<file path="src/rtl/ssd1331_pkg.sv">
// -----------------------------------------------------------------------------
// ssd1331_pkg
// Shared definitions for the SSD1331 rectangle-fill command generator:
//   - default display geometry and SSD1331 addressing opcodes
//   - position of the D/C flag inside a 16-bit stream word
//   - coordinate and pixel-counter widths
//   - fill engine state enumeration
//   - make_word(): packs a D/C flag and a byte into a stream word
// -----------------------------------------------------------------------------
package ssd1331_pkg;

    localparam int unsigned   COLS_DEFAULT    = 96;
    localparam int unsigned   ROWS_DEFAULT    = 64;
    localparam logic [7:0]    CMD_COL_DEFAULT = 8'h15;
    localparam logic [7:0]    CMD_ROW_DEFAULT = 8'h75;

    // D/C flag position in TDATA: 0 = command byte, 1 = data byte
    localparam int unsigned   DC_BIT          = 8;

    localparam int unsigned   X_W             = 7;
    localparam int unsigned   Y_W             = 6;
    // Holds up to 96*64 = 6144 pixels without wrapping
    localparam int unsigned   PIX_CNT_W       = 13;

    typedef enum logic [3:0] {
        ST_IDLE   = 4'd0,
        ST_COL_OP = 4'd1,
        ST_COL_A  = 4'd2,
        ST_COL_B  = 4'd3,
        ST_ROW_OP = 4'd4,
        ST_ROW_A  = 4'd5,
        ST_ROW_B  = 4'd6,
        ST_PIX_HI = 4'd7,
        ST_PIX_LO = 4'd8
    } fill_state_e;

    // Build a stream word: upper bits zero, D/C flag, then the payload byte
    function automatic logic [15:0] make_word(input logic dc, input logic [7:0] data_byte);
        logic [15:0] w;
        w         = 16'h0000;
        w[DC_BIT] = dc;
        w[7:0]    = data_byte;
        return w;
    endfunction

endpackage

</file>
<file path="src/rtl/ssd1331_fill_engine.sv">
// -----------------------------------------------------------------------------
// ssd1331_fill_engine
// Turns one rectangle-fill request into the full SSD1331 SPI byte stream:
// set-column-address command + 2 args, set-row-address command + 2 args, then
// two colour bytes per pixel of the window. Output is a registered 16-bit
// valid/ready stream feeding the SPI serialiser.
//
// Ports
//   clk, rst          clock, asynchronous active-high reset
//   req_valid/ready   request handshake (ready only while idle)
//   req_x0/x1         window columns, inclusive (7 bits)
//   req_y0/y1         window rows, inclusive (6 bits)
//   req_colour        RGB565 fill colour
//   req_error         one-cycle pulse after an invalid request is accepted
//   busy              valid request in flight until its final word handshakes
//   TDATA             [8]=D/C, [7:0]=byte, [15:9]=0
//   TVALID/TLAST      stream qualifiers; TLAST marks the last pixel byte
//   TREADY            downstream accept
// -----------------------------------------------------------------------------
module ssd1331_fill_engine
    import ssd1331_pkg::*;
#(
    parameter int unsigned COLS    = COLS_DEFAULT,
    parameter int unsigned ROWS    = ROWS_DEFAULT,
    parameter logic [7:0]  CMD_COL = CMD_COL_DEFAULT,
    parameter logic [7:0]  CMD_ROW = CMD_ROW_DEFAULT
) (
    input  logic           clk,
    input  logic           rst,
    input  logic           req_valid,
    output logic           req_ready,
    input  logic [X_W-1:0] req_x0,
    input  logic [X_W-1:0] req_x1,
    input  logic [Y_W-1:0] req_y0,
    input  logic [Y_W-1:0] req_y1,
    input  logic [15:0]    req_colour,
    output logic           req_error,
    output logic           busy,
    output logic [15:0]    TDATA,
    output logic           TVALID,
    output logic           TLAST,
    input  logic           TREADY
);

    // Limits widened by one bit so the "< COLS/ROWS" compare cannot alias
    localparam logic [X_W:0] COLS_LIM = (X_W + 1)'(COLS);
    localparam logic [Y_W:0] ROWS_LIM = (Y_W + 1)'(ROWS);

    fill_state_e          state_q, state_d;
    logic [X_W-1:0]       x0_q, x0_d, x1_q, x1_d;
    logic [Y_W-1:0]       y0_q, y0_d, y1_q, y1_d;
    logic [15:0]          colour_q, colour_d;
    logic [PIX_CNT_W-1:0] pix_cnt_q, pix_cnt_d;
    logic [15:0]          tdata_q, tdata_d;
    logic                 tvalid_q, tvalid_d;
    logic                 tlast_q, tlast_d;
    logic                 req_ready_q, req_ready_d;
    logic                 req_error_q, req_error_d;
    logic                 busy_q, busy_d;

    logic                 accept_s;
    logic                 hs_s;
    logic                 req_ok_s;
    logic [X_W-1:0]       width_s;
    logic [Y_W:0]         height_s;
    logic [13:0]          pix_total_s;

    assign accept_s = req_valid && req_ready_q;
    assign hs_s     = tvalid_q && TREADY;

    // Request validation and pixel count, evaluated in the accept cycle
    always_comb begin
        req_ok_s    = (req_x0 <= req_x1) && ({1'b0, req_x1} < COLS_LIM) &&
                      (req_y0 <= req_y1) && ({1'b0, req_y1} < ROWS_LIM);
        // Only meaningful when req_ok_s; the window is at least one pixel
        width_s     = req_x1 - req_x0 + 7'd1;
        height_s    = {1'b0, req_y1} - {1'b0, req_y0} + 7'd1;
        pix_total_s = {7'd0, width_s} * {7'd0, height_s};
    end

    // Next-state, field capture, pixel counter and next output word
    always_comb begin
        state_d     = state_q;
        x0_d        = x0_q;
        x1_d        = x1_q;
        y0_d        = y0_q;
        y1_d        = y1_q;
        colour_d    = colour_q;
        pix_cnt_d   = pix_cnt_q;
        tdata_d     = tdata_q;
        tvalid_d    = tvalid_q;
        tlast_d     = tlast_q;
        req_ready_d = req_ready_q;
        busy_d      = busy_q;
        req_error_d = 1'b0;

        // The output register always holds the word of the current state;
        // on a handshake it is reloaded with the successor's word.
        case (state_q)
            ST_IDLE: begin
                if (accept_s) begin
                    if (req_ok_s) begin
                        x0_d        = req_x0;
                        x1_d        = req_x1;
                        y0_d        = req_y0;
                        y1_d        = req_y1;
                        colour_d    = req_colour;
                        pix_cnt_d   = pix_total_s[PIX_CNT_W-1:0];
                        state_d     = ST_COL_OP;
                        tdata_d     = make_word(1'b0, CMD_COL);
                        tvalid_d    = 1'b1;
                        tlast_d     = 1'b0;
                        req_ready_d = 1'b0;
                        busy_d      = 1'b1;
                    end else begin
                        // Invalid window: swallow it, flag it, stay idle
                        req_error_d = 1'b1;
                    end
                end else begin
                    state_d = ST_IDLE;
                end
            end
            ST_COL_OP: begin
                if (hs_s) begin
                    state_d = ST_COL_A;
                    tdata_d = make_word(1'b0, {1'b0, x0_q});
                end else begin
                    state_d = ST_COL_OP;
                end
            end
            ST_COL_A: begin
                if (hs_s) begin
                    state_d = ST_COL_B;
                    tdata_d = make_word(1'b0, {1'b0, x1_q});
                end else begin
                    state_d = ST_COL_A;
                end
            end
            ST_COL_B: begin
                if (hs_s) begin
                    state_d = ST_ROW_OP;
                    tdata_d = make_word(1'b0, CMD_ROW);
                end else begin
                    state_d = ST_COL_B;
                end
            end
            ST_ROW_OP: begin
                if (hs_s) begin
                    state_d = ST_ROW_A;
                    tdata_d = make_word(1'b0, {2'b00, y0_q});
                end else begin
                    state_d = ST_ROW_OP;
                end
            end
            ST_ROW_A: begin
                if (hs_s) begin
                    state_d = ST_ROW_B;
                    tdata_d = make_word(1'b0, {2'b00, y1_q});
                end else begin
                    state_d = ST_ROW_A;
                end
            end
            ST_ROW_B: begin
                if (hs_s) begin
                    state_d = ST_PIX_HI;
                    tdata_d = make_word(1'b1, colour_q[15:8]);
                end else begin
                    state_d = ST_ROW_B;
                end
            end
            ST_PIX_HI: begin
                if (hs_s) begin
                    state_d = ST_PIX_LO;
                    tdata_d = make_word(1'b1, colour_q[7:0]);
                    // Counter still holds the remaining pixels including this one
                    tlast_d = (pix_cnt_q == 13'd1);
                end else begin
                    state_d = ST_PIX_HI;
                end
            end
            ST_PIX_LO: begin
                if (hs_s) begin
                    pix_cnt_d = pix_cnt_q - 13'd1;
                    if (pix_cnt_q > 13'd1) begin
                        state_d = ST_PIX_HI;
                        tdata_d = make_word(1'b1, colour_q[15:8]);
                        tlast_d = 1'b0;
                    end else begin
                        // Final word taken: go idle and reopen the request port
                        state_d     = ST_IDLE;
                        tdata_d     = 16'h0000;
                        tvalid_d    = 1'b0;
                        tlast_d     = 1'b0;
                        req_ready_d = 1'b1;
                        busy_d      = 1'b0;
                    end
                end else begin
                    state_d = ST_PIX_LO;
                end
            end
            default: begin
                state_d     = ST_IDLE;
                tdata_d     = 16'h0000;
                tvalid_d    = 1'b0;
                tlast_d     = 1'b0;
                req_ready_d = 1'b1;
                busy_d      = 1'b0;
                pix_cnt_d   = 13'd0;
            end
        endcase
    end

    // State, captured request and registered outputs
    always_ff @(posedge clk or posedge rst) begin
        if (rst) begin
            state_q     <= ST_IDLE;
            x0_q        <= 7'd0;
            x1_q        <= 7'd0;
            y0_q        <= 6'd0;
            y1_q        <= 6'd0;
            colour_q    <= 16'h0000;
            pix_cnt_q   <= 13'd0;
            tdata_q     <= 16'h0000;
            tvalid_q    <= 1'b0;
            tlast_q     <= 1'b0;
            req_ready_q <= 1'b1;
            req_error_q <= 1'b0;
            busy_q      <= 1'b0;
        end else begin
            state_q     <= state_d;
            x0_q        <= x0_d;
            x1_q        <= x1_d;
            y0_q        <= y0_d;
            y1_q        <= y1_d;
            colour_q    <= colour_d;
            pix_cnt_q   <= pix_cnt_d;
            tdata_q     <= tdata_d;
            tvalid_q    <= tvalid_d;
            tlast_q     <= tlast_d;
            req_ready_q <= req_ready_d;
            req_error_q <= req_error_d;
            busy_q      <= busy_d;
        end
    end

    assign req_ready = req_ready_q;
    assign req_error = req_error_q;
    assign busy      = busy_q;
    assign TDATA     = tdata_q;
    assign TVALID    = tvalid_q;
    assign TLAST     = tlast_q;

endmodule
</file>
<file path="config.mk">
export PLATFORM = sky130hd
export DESIGN_NAME = ssd1331_fill_engine
export DESIGN_NICKNAME = d
export VERILOG_FILES = /design/src/rtl/ssd1331_pkg.sv /design/src/rtl/ssd1331_fill_engine.sv
export SDC_FILE = /design/constraint.sdc
export NUM_CORES = 1
export LEC_CHECK = 0
export ABC_AREA = 1
export BUFFER_PORTS_ARGS = -buffer_cell sky130_fd_sc_hd__buf_2
export CAP_MARGIN = 20
export CORE_MARGIN = 10
export CORE_UTILIZATION = 35
export DETAILED_ROUTE_END_ITERATION = 8
export PLACE_DENSITY = 0.58
export SYNTH_ARGS = -nofsm -noshare
export SYNTH_HDL_FRONTEND = slang
export SYNTH_SLANG_ARGS = --single-unit
</file>
<file path="constraint.sdc">
create_clock -name clk -period 2.88 [get_ports clk]
set_input_delay 0.72 -clock clk [delete_from_list [all_inputs] [get_ports clk]]
set_output_delay 0.72 -clock clk [all_outputs]
set_load 0.05 [all_outputs]
</file>
# [After elaboration in Yosys (flattened, before gate mapping)]
# Index checks and enable logic that the tools add are counted.
[classes] mux=44 order_cmp=4 mul=1 n_addsub=5 reduce_logical=12 n_bitwise=2 eq_ne=21
[op_table] operator="$mux W16" count=10
[op_table] operator="$pmux W16 S9" count=1
[op_table] operator="$mux W13" count=3
[op_table] operator="$pmux W13 S3" count=1
[op_table] operator="$pmux W4 S9" count=1
[op_table] operator="$ne A2 B2 Y1 const B" count=11
[op_table] operator="$eq A4 B3 Y1 const B" count=4
[op_table] operator="$mux W1" count=16
[op_table] operator="$mux W4" count=4
[op_table] operator="$add A7 B1 Y7 const B" count=2
[op_table] operator="$eq A13 B1 Y1 const B" count=1
[op_table] operator="$gt A13 B1 Y1 const B" count=1
[op_table] operator="$mul A7 B7 Y13" count=1
[op_table] operator="$sub A13 B1 Y13 const B" count=1
[op_table] operator="$reduce_and A10 Y1" count=1
[op_table] operator="$reduce_and A5 Y1" count=2
[op_table] operator="$mux W9" count=1
[op_table] operator="$eq A4 B2 Y1 const B" count=2
[op_table] operator="$le A7 B7 Y1" count=1
[op_table] operator="$lt A7 B7 Y1 const B" count=1
[op_table] operator="$reduce_or A7 Y1" count=1
[op_table] operator="$sub A6 B6 Y7" count=1
[op_table] operator="$sub A7 B7 Y7" count=1
[op_table] operator="$le A6 B6 Y1" count=1
[op_table] operator="other kinds (13)" count=20
[word_totals] in_bits=46 word_cells=101 ff_bits=79

# [Logic depth before layout (Yosys ltp)]
# Gate-level depths: netlist of run 1.
[logic_depth] depth_word=6 depth_mapped=28 depth_no_buf=28

# [Worst setup path before layout of run 1]
# Ideal clock, no wire load.
[synth_timing] path_type="input -> register" start="in req_y1[1]" end="reg pix_cnt_q[11]" path_stages=25 n_path_buf=0 arrival_ns=5.602 setup_slack_ns=-2.840 required_ns=2.762 setup_ns=0.118 cell_sequence="inv_1 > ha_1 > inv_1 > ha_1 > inv_1 > fa_1 > o21ai_0 > xor2_1 > inv_1 > nand2_1 > fa_1 > fa_1 > inv_1 > fa_1 > inv_1 > fa_1 > inv_1 > ha_1 > a21o_1 > o21ai_0 > nand4_1 > nand3_1 > nand2_1 > nand3_1 > nand2_1"
[synth_between] elab_chain_len=6 word_cells_on_any_way=10 cone_classes="2 x add/sub; 1 x mul; 1 x order compare; 1 x eq/ne; 3 x mux; 2 x reduce/logical"
[synth_rtl] item="from (decl)" line="ssd1331_fill_engine.sv:35" text="input logic [Y_W-1:0] req_y1,"
[synth_rtl] item="$sub A6 B6 Y7" line="ssd1331_fill_engine.sv:77" text="height_s = {1'b0, req_y1} - {1'b0, req_y0} + 7'd1;"
[synth_rtl] item="$add A7 B1 Y7" line="ssd1331_fill_engine.sv:77"
[synth_rtl] item="$mul A7 B7 Y13" line="ssd1331_fill_engine.sv:78" text="pix_total_s = {7'd0, width_s} * {7'd0, height_s};"
[synth_rtl] item="$mux W13" line="ssd1331_fill_engine.sv:102" text="if (req_ok_s) begin"
[synth_rtl] item="$mux W13" line="ssd1331_fill_engine.sv:101" text="if (accept_s) begin"
[synth_rtl] item="$pmux W13 S3" line="ssd1331_fill_engine.sv:99" text="case (state_q)"
[synth_rtl] item="to (signal assigned)" line="ssd1331_fill_engine.sv:236" text="pix_cnt_q <= pix_cnt_d;"
[synth_rtl] item="to (decl)" line="ssd1331_fill_engine.sv:53" text="logic [PIX_CNT_W-1:0] pix_cnt_q, pix_cnt_d;"
# Parallel ways exist; a longest one is shown, timed or not. The select of a mux whose other input is x is not followed.
# A chain may end at the register's enable or synchronous reset.

# [Final worst setup path of run 1]
[layout_timing] start="in req_x1[1]" end="reg pix_cnt_q[7]"
[layout_between] elab_chain_len=6 word_cells_on_any_way=12 cone_classes="2 x add/sub; 1 x mul; 2 x order compare; 1 x eq/ne; 3 x mux; 3 x reduce/logical"
[layout_rtl] item="from (decl)" line="ssd1331_fill_engine.sv:33" text="input logic [X_W-1:0] req_x1,"
[layout_rtl] item="$sub A7 B7 Y7" line="ssd1331_fill_engine.sv:76" text="width_s = req_x1 - req_x0 + 7'd1;"
[layout_rtl] item="$add A7 B1 Y7" line="ssd1331_fill_engine.sv:76"
[layout_rtl] item="$mul A7 B7 Y13" line="ssd1331_fill_engine.sv:78"
[layout_rtl] item="$mux W13" line="ssd1331_fill_engine.sv:102"
[layout_rtl] item="$mux W13" line="ssd1331_fill_engine.sv:101"
[layout_rtl] item="$pmux W13 S3" line="ssd1331_fill_engine.sv:99"
# Parallel ways exist; a longest one is shown, timed or not. The select of a mux whose other input is x is not followed.

==> results_dict.tcl, run 1 <==
set metrics [dict create \
    status "complete, but fails checks" \
    violations "setup timing" \
    die_w_um 154 \
    slowest_delay_ps 530 \
    min_path_type "input pin to asynchronous set/reset pin" \
    ant_nets 0 \
    fin_cells 1254 \
    globalplace.congestion 0.886 \
    dpl.cell_count 1223 \
    synth_top_area_share_pct 28.1 \
    synth-warning-count 0 \
    final_hold_viol_count 0 \
    syn_inst 851 \
    layout-area-overhead-vs-synth_pct 39.1 \
    dpl.hpwl_um 13900 \
    worst-path-max-fanout 4 \
    grt_usage_pct 14.7 \
    ir_drop_mv 1.04 \
    grt.overflow.total 0 \
    wl_per_cell_um 14.1 \
    slew_headroom_pct 64.3 \
    clock_sinks 72 \
    coreArea_um2 17800 \
    cp_common_cell "inv_2" \
    clk_path_buf_depth 2 \
    cts.htree.levels 3 \
    grt_pass1_wl_um 29300 \
    worst_pin_slew_ps 536 \
    dp_slack_ps -2680 \
    synth_area_um2 6320 \
    drt_pass1_iterations 5 \
    drive_above_1_share_pct 33.2 \
    ios 67 \
    rsz0062_at_grt "true" \
    start_kind "input pin" \
    power.density_nw_per_um2 1040 \
    drt_iter0_markers 338 \
    crit_buf_inv 9 \
    yosysSeqAreaShare_pct 28.5 \
    die_area_um2 23800 \
    power.leakage_nw 4.58 \
    cts_buffers 9 \
    yosysTopAreaCell "dfrtp_1" \
    syn_area_per_cell_um2 7.43 \
    clock.fmax_ghz 0.196 \
    final_nets 1158 \
    setup-violations-final 10 \
    path_clk_slew_ps 60 \
    vias 5864 \
    drt_wl_total_um 17700 \
    finalMaxSlewViolations 0 \
    numPortBuffers 59 \
    required_ps 3110 \
    clk-insertion-delay-late_ps 340 \
    rows 49 \
    nFillCells 1712 \
    cts-root-buf "clkbuf_16" \
    crit_path_end_kind "flip-flop" \
    finClkSkew_ps 9.16 \
    cp.arrival_ps 5330 \
    grt_max_degree 57 \
    initial_core_util_pct 35.4 \
    grt_pass1_vias 5895 \
    final.min_clock_period_ps 5100 \
    synth.distinct_cells 46 \
    finalCritPeriodShare_pct 177 \
    max_cap_violations 0 \
    synth_area_leaders "dfrtp_1 (28%), ha_1 (13%), nand2_1 (12%)" \
    total_power_w 0.00919 \
    synth_seq_cells 72 \
    slowest_stage "fa_1" \
    die_h_um 154 \
    vias_per_cell 4.68 \
    crit_family "adder cells" \
    fin_ws_ps -2220 \
    insertedDiodeCount 0 \
    critical_path_class "input pin to flip-flop" \
    drc 0 \
    holdBufCountCts 0 \
    cts_tree "built" \
    antenna_found_initial 0 \
]
==> cell usage in the layout (no fill, tap or decap), types with 9 or more instances in the layout <==
| cell | instances |
|---|---|
| nor2_2 | 14 |
| inv_1 | 131 |
| nand2_1 | 184 |
| buf_2 | 55 |
| fa_1 | 23 |
| ha_1 | 36 |
| clkbuf_16 | 9 |
| a21oi_2 | 18 |
| nand4_1 | 10 |
| nand2_2 | 12 |
| a21oi_1 | 20 |
| ha_4 | 27 |
| buf_6 | 10 |
| buf_4 | 102 |
| o21ai_1 | 33 |
| inv_2 | 25 |
| o21ai_0 | 33 |
| dfrtp_1 | 71 |
| nand3_1 | 29 |
| nor2_1 | 73 |
==> flip-flops by register name, summed over array words and instances, names as in the netlist <==
name       count
x0_q           7
colour_q      16
state_q        4
pix_cnt_q     13
busy           1
req_ready      1
req_error      1
TLAST          1
y1_q           6
y0_q           6
x1_q           7
TDATA          9
==> path summary, 6_finish.rpt <==
| check | startpoint | to | slack, ps | cells past startpoint |
|---|---|---|---|---|
| setup / recovery | req_x1[1] | pix_cnt_q[7] | -2220 | 26 |
| hold / removal | rst | req_error | 220 | 2 |
| setup reg to reg | pix_cnt_q[0] | TDATA[5] | 820 | 10 |
| hold reg to reg | TDATA[5] | TDATA[5] | 470 | 2 |
| max in group asynchronous | rst | x1_q[1] | 1970 | 3 |
| min in group clk | TDATA[5] | TDATA[5] | 470 | 2 |
==> area by class of cell <==
| type | count | area [µm²] | area share, % |
|---|---|---|---|
| multi-input cells | 600 | 4420 | 50.3 |
| flip-flops and latches | 72 | 1800 | 20.5 |
| repair buffers | 173 | 1270 | 14.4 |
| inverters | 164 | 656 | 7.46 |
| well taps | 229 | 287 | 3.26 |
| clock buffers | 12 | 256 | 2.92 |
| clock inverters | 4 | 98.8 | 1.12 |
==> per-stage QoR <==
stage               util (%)  setup TNS [ps]  cell area [µm²]  hold WS, ps
floorplan                  -          -20240             6590          448
global placement        43.7          -24560             7800          460
detailed placement      43.7          -25010             7800          463
CTS                     47.8          -19460             8520          215
global route            49.3          -21250             8790          226
finish                  49.3          -19240             8790          222
==> cell usage after synthesis (all sizes together) <==
cell and n:
nor4 1, a211o 1, nor3 5, fa 26, o31ai 1, a221oi 1
o211ai 1, nor2 95, clkbuf 2, a22oi 1, o32ai 3, a31oi 2
o22ai 3, dfstp 1, nand3 36, o21ai 70, ha 66, nand2 203
a21o 1, conb 1, buf 19, nand4 10, xor2 8, a31o 1
a32oi 1, inv 164, dfrtp 71, a21boi 5, o21bai 4, xnor2 4
a211oi 2, or2 3, a21oi 39
==> metal layers <==
layer	vias up	share of wire (%)	GRT usage (%)	wire, µm
met5	-	0	0	0
met4	0	1.7	4.09	293
met3	21	3.8	1.94	668
met2	115	47	23.6	8240
met1	2725	48	20.3	8470
li1	3003	-	-	-
==> power breakdown <==
group          internal, W  leakage (nW)  switching [W]
combinational      0.00324          3.53        0.00360
clock             0.000897         0.173       0.000432
sequential         0.00101         0.877              0
==> cells by family after synthesis <==
| kind of cell | count (synthesis) | share of synthesized area (%) |
|---|---|---|
| other | 1 | 0.0593 |
| flip-flops | 72 | 28.5 |
| AND/OR/NAND/NOR | 353 | 23.9 |
| buffers and inverters | 185 | 12.2 |
| AO/OA/AOI/OAI | 136 | 12.4 |
| adder cells (fa/ha/maj) | 92 | 21.3 |
| XOR/XNOR | 12 | 1.66 |
==> repair_timing <==
| action | 4_1_cts | 5_1_grt |
|---|---|---|
| pin swaps | 50 | 37 |
| gates resized for setup | 60 | 52 |
| endpoints found under the setup margin | 11 | 11 |
| setup buffers | 10 | 6 |
==> worst register-to-register path, delay by kind of cell, from the launching register on <==
kind	cells	cell delay [ps]
AO/OA/AOI/OAI	1	200
flip-flops	1	410
AND/OR/NAND/NOR	9	1340
No activity file was read; power rests on OpenSTA's default activity.
==> run 2: changes to the inputs <==
Settings changed: REMOVE_ABC_BUFFERS set to 1.
Clock period 2.88 ns to 4.85 ns, I/O delays scaled along.
==> run 2 against run 1 <==
- the run still ends with setup timing left
- sequential cell count is the same
- sequential share of layout area grew 0.93 points
- count of clock-buffer cells in the layout shrank 2
- global-route usage shrank 0.48 points
- cell area shrank 4.4%
- critical path depth grew 2
- sequential power shrank 40%
- non-clock buffer count shrank 22
- wire length shrank 2.5%
- worst setup slack gained 1400 ps
- register-to-register slack gained 2000 ps
- highest routed layer unchanged
==> results_dict.tcl, run 2 (synthesis gave the netlist of run 1 again) <==
set metrics [dict create \
    rr_startpoint "state_q[3]" \
    largest_reg_flops 16 \
    grt_usage_pct 14.2 \
    critical_path_class "input pin to flip-flop" \
    power.density_nw_per_um2 655 \
    start_kind "input pin" \
    layout-area-overhead-vs-synth_pct 33.0 \
    clock.fmax_ghz 0.177 \
    finClkSkew_ps 8.70 \
    power.leakage_nw 4.44 \
    cp-endpoint "pix_cnt_q[7]" \
    slowest_delay_ps 500 \
    antenna_found_initial 0 \
    rrSetupSlack_ps 2820 \
    clk-insertion-delay-late_ps 340 \
    crit_path_end_kind "flip-flop" \
    die_h_um 154 \
    setup-violations-final 9 \
    r2r_end "TDATA[4]" \
    worst-path-max-fanout 4 \
    grt_pass1_vias 5708 \
    ant_nets 0 \
    dpl.hpwl_um 13200 \
    cp_common_cell "fa_1" \
    regMostFlops "colour_q" \
    clk_path_buf_depth 2 \
    holdBufCountCts 0 \
    cts.htree.levels 3 \
    worstSetupPathDepth 28 \
    total_power_w 0.00551 \
    grt_max_degree 85 \
    layout_common_cells "nand2_1 (185), inv_1 (132), buf_4 (83)" \
    cts_buffers 9 \
    startpoint "req_y1[1]" \
    vias_per_cell 4.68 \
    cts-root-buf "clkbuf_16" \
    final_nets 1136 \
    rsz0062_at_grt "true" \
    register_area_um2 1800 \
    ir_drop_mv 0.733 \
    finalMaxSlewViolations 0 \
    clock_sinks 72 \
    drc 0 \
    worst_pin_slew_ps 858 \
    ios 67 \
    numPortBuffers 59 \
    status "complete, but fails checks" \
    final_hold_viol_count 0 \
    final.min_clock_period_ps 5650 \
    path_clk_slew_ps 60 \
    final_common_cell "nand2_1" \
    crit_family "adder cells" \
    cts_tree "built" \
    wl_per_cell_um 14.0 \
    multi_input_area_um2 4340 \
    required_ps 5080 \
    grt_pass1_wl_um 28500 \
    drive_above_1_share_pct 30.7 \
    coreArea_um2 17800 \
    insertedDiodeCount 0 \
    globalplace.congestion 0.891 \
    fin_ws_ps -800 \
    grt.overflow.total 0 \
    fin_cells 1231 \
    dpl.cell_count 1203 \
    die_w_um 154 \
    nFillCells 1735 \
    rows 49 \
    violations "setup timing" \
    worst-r2r-cell-count 8 \
    max_cap_violations 0 \
    vias 5760 \
    drt_pass1_iterations 5 \
    drt_wl_total_um 17200 \
    slowest_stage "fa_1" \
    initial_core_util_pct 35.4 \
    min_path_type "flip-flop to flip-flop" \
    die_area_um2 23800 \
    crit_buf_inv 9 \
    dp_slack_ps -1630 \
    cp.arrival_ps 5880 \
    drt_iter0_markers 376 \
    slew_headroom_pct 42.8 \
    finalCritPeriodShare_pct 116 \
]
[run 2: cell types whose count changed in the layout (fill, tap and decap cells not counted), moves of 3 or more]
cell     delta
nand3_1     -3
ha_1        +9
buf_12      -5
ha_2        -3
buf_4      -19
nand3_2     +3
ha_4        -6
[run 2: metal layers]
layer	global-route usage [%]	share of wire (%)	up-vias
met3	2.69	4.9	18
met5	0	0	-
met2	22.8	47	107
met1	19.3	46	2674
li1	-	-	2961
met4	3.46	1.2	0
[run 2: what timing repair did]
action / 4_1_cts / 5_1_grt
endpoints found under the setup margin: 9 / 9
gates cloned: 0 / 0
setup buffers: 7 / 6
gates resized for setup: 77 / 76
pin swaps: 44 / 50
[run 2: layout make-up]
type / instances / area share, %
Clock inverter: 5 / 0.699
Sequential cell: 72 / 21.4
Inverter: 164 / 7.62
Clock buffer: 10 / 2.72
Tap cell: 229 / 3.41
Multi-Input combinational cell: 600 / 51.7
Timing Repair Buffer: 151 / 12.4
[run 2: power breakdown]
group          switching [W]  internal, W
Sequential                 0     0.000601
Combinational        0.00227      0.00198
Clock               0.000260     0.000395
Total                0.00253      0.00297
[run 2: through the flow]
step	utilization (%)	hold slack (ps)	setup TNS, ps	area, µm²
2_1_floorplan	-	448	-9680	6200
3_3_place_gp	41.3	462	-12230	7380
3_5_place_dp	41.3	473	-13390	7380
4_1_cts	45.3	489	-5600	8080
5_1_grt	47.1	502	-7420	8410
6_report	47.1	485	-5770	8410
[run 2: worst min-delay path: stages (launching register included)]
cell and delay, ps:
dfrtp_1 330, nand2_1 50, o21ai_1 60
[run 2: worst min-delay path by stage]
| stage | start | to | slack (ps) | cells after the start |
|---|---|---|---|---|
| 3_3_place_gp | TDATA[4] | TDATA[4] | 460 | 2 |
| 5_1_grt | TDATA[8] | TDATA[8] | 500 | 2 |
| 4_1_cts | TDATA[8] | TDATA[8] | 490 | 2 |
| 2_1_floorplan | colour_q[10] | colour_q[10] | 450 | 2 |
| 6_report | TDATA[1] | TDATA[1] | 490 | 2 |
| 3_5_place_dp | TDATA[8] | TDATA[8] | 470 | 2 |
==> run 3: changes to the inputs <==
Settings changed: CORE_UTILIZATION 35 to 30, PLACE_DENSITY 0.58 to 0.52.
Clock period 4.85 ns to 6.4 ns, I/O delays scaled along.
==> run 3 against run 2 <==
- the run now ends clean
- combinational power down 41%
- critical path depth increased by 1
- register-to-register slack improved by 1300 ps
- non-clock buffer count fell by 17
- global-route usage fell by 1.7 points
- power down 36%
- via count down 2.9%
- wire length down 1.5%
- first-iteration DRC count is 17% lower
- critical endpoint is now pix_cnt_q[8]
- highest routed layer unchanged
==> results_dict.tcl, run 3 (synthesis gave the netlist of run 1 again) <==
set metrics [dict create \
    clock_sinks 72 \
    start_kind "input pin" \
    clock.fmax_ghz 0.162 \
    place_area_um2 7370 \
    cts-root-buf "clkbuf_16" \
    worst-path-max-fanout 5 \
    status "completed" \
    drive_above_1_share_pct 23.4 \
    combPwrFrac_pct 71.4 \
    die_area_um2 27300 \
    initial_core_util_pct 30.3 \
    clk-insertion-delay-late_ps 340 \
    coreArea_um2 20900 \
    clockPowerShare_pct 15.7 \
    slew_headroom_pct 35.9 \
    slowest_stage "fa_1" \
    grt_usage_pct 12.5 \
    power.leakage_nw 4.34 \
    final_hold_viol_count 0 \
    drt_iter0_markers 313 \
    cts.htree.levels 3 \
    grt_pass1_wl_um 27700 \
    fin_area_um2 7970 \
    required_ps 6610 \
    grt.overflow.total 0 \
    cts_tree "built" \
    holdPathStages 2 \
    regMostFlops "colour_q" \
    finClkSkew_ps 7.27 \
    p_int_w 0.00194 \
    final_nets 1119 \
    final_common_cell "nand2_1" \
    path_clk_slew_ps 60 \
    setup-violations-final 0 \
    die_w_um 165 \
    switchingPower_w 0.00159 \
    final.min_clock_period_ps 6170 \
    drt_pass1_iterations 4 \
    globalplace.congestion 0.871 \
    rows 53 \
    numPortBuffers 59 \
    p_seq_share_pct 12.9 \
    critical_path_class "input pin to flip-flop" \
    slowest_delay_ps 550 \
    die_h_um 165 \
    drt_wl_total_um 17000 \
    max_cap_violations 0 \
    ant_nets 0 \
    grt_max_degree 73 \
    cts_buffers 9 \
    clk_path_buf_depth 2 \
    min_path_type "flip-flop to flip-flop" \
    largest_reg_flops 16 \
    crit_path_end_kind "flip-flop" \
    ir_drop_mv 0.421 \
    layout_common_cells "nand2_1 (191), inv_1 (152), nor2_1 (81)" \
    insertedDiodeCount 0 \
    grt_pass1_vias 5477 \
    whs_ps 480 \
    vias_per_cell 4.44 \
    worst_pin_slew_ps 961 \
    drc 0 \
    antenna_found_initial 0 \
    cp.arrival_ps 6390 \
    layout-area-overhead-vs-synth_pct 26.1 \
    vias 5593 \
    wl_per_cell_um 13.5 \
    finalMaxSlewViolations 0 \
    dpl.hpwl_um 13600 \
    power.density_nw_per_um2 443 \
    swShare_pct 45.0 \
    ios 67 \
    worst-r2r-cell-count 10 \
    finalCritPeriodShare_pct 96.4 \
]
run 3: critical path: cells and delay by family:
| family | cells | cell delay [ps] |
|---|---|---|
| adders and majority gates | 8 | 2810 |
| AOI/OAI and AO/OA | 3 | 260 |
| buffers and inverters | 11 | 1040 |
| xor gates and xnor gates | 1 | 140 |
| and+or+nand+nor | 6 | 540 |
run 3: power groups by stage:
stage / sequential, W / combinational (W) / clock [W]
4_1_cts: 0.000455 / 0.00214 / 0.000566
3_5_place_dp: 0.000464 / 0.00211 / 0
5_1_grt: 0.000455 / 0.00285 / 0.000587
6_report: 0.000455 / 0.00252 / 0.000555
3_3_place_gp: 0.000464 / 0.00210 / 0
2_1_floorplan: 0.000464 / 0.00126 / 0
run 3: path summary, 6_finish.rpt:
path / startpoint / to / slack [ps]
max: req_y1[1] / pix_cnt_q[8] / 230
min: TDATA[4] / TDATA[4] / 480
max reg2reg: state_q[3] / TDATA[4] / 4120
min reg2reg: TDATA[4] / TDATA[4] / 480
max in group asynchronous: rst / y1_q[1] / 4230
min in group asynchronous: rst / req_error / 1550
run 3: through the flow:
| stage | util, % | std cells | TNS (ps) | setup WS (ps) | power, W |
|---|---|---|---|---|---|
| 2_1_floorplan | - | 836 | -878 | -200 | 0.00173 |
| 3_3_place_gp | 35.3 | 1241 | -1840 | -330 | 0.00257 |
| 3_5_place_dp | 35.3 | 1241 | -2460 | -448 | 0.00257 |
| 4_1_cts | 36.9 | 1257 | 0 | 2.54 | 0.00316 |
| 5_1_grt | 38.2 | 1261 | -27.2 | -12.1 | 0.00390 |
| 6_report | 38.2 | 1261 | 0 | 230 | 0.00353 |
run 3: final cells by class:
type / count / area, µm²
Clock buffer: 10 / 229
Clock inverter: 6 / 92.6
Fill cell: 2225 / 12900
Inverter: 164 / 621
Multi-Input combinational cell: 600 / 4010
Sequential cell: 72 / 1800
Tap cell: 275 / 344
Timing Repair Buffer: 134 / 875
run 3: layer usage:
metal  track usage [%]  wire length [µm]
met1              18.1              8690
met2              19.1              7440
met3              2.18               705
met4              2.82               145
met5                 0                 0
run 3: what timing repair did:
action / CTS / global route
pin swaps: 0 / 22
setup buffers: 0 / 3
hold buffers: 0 / 0
setup endpoints to repair: 5 / 8
resized for setup: 2 / 52
hold endpoints to repair: 0 / 0
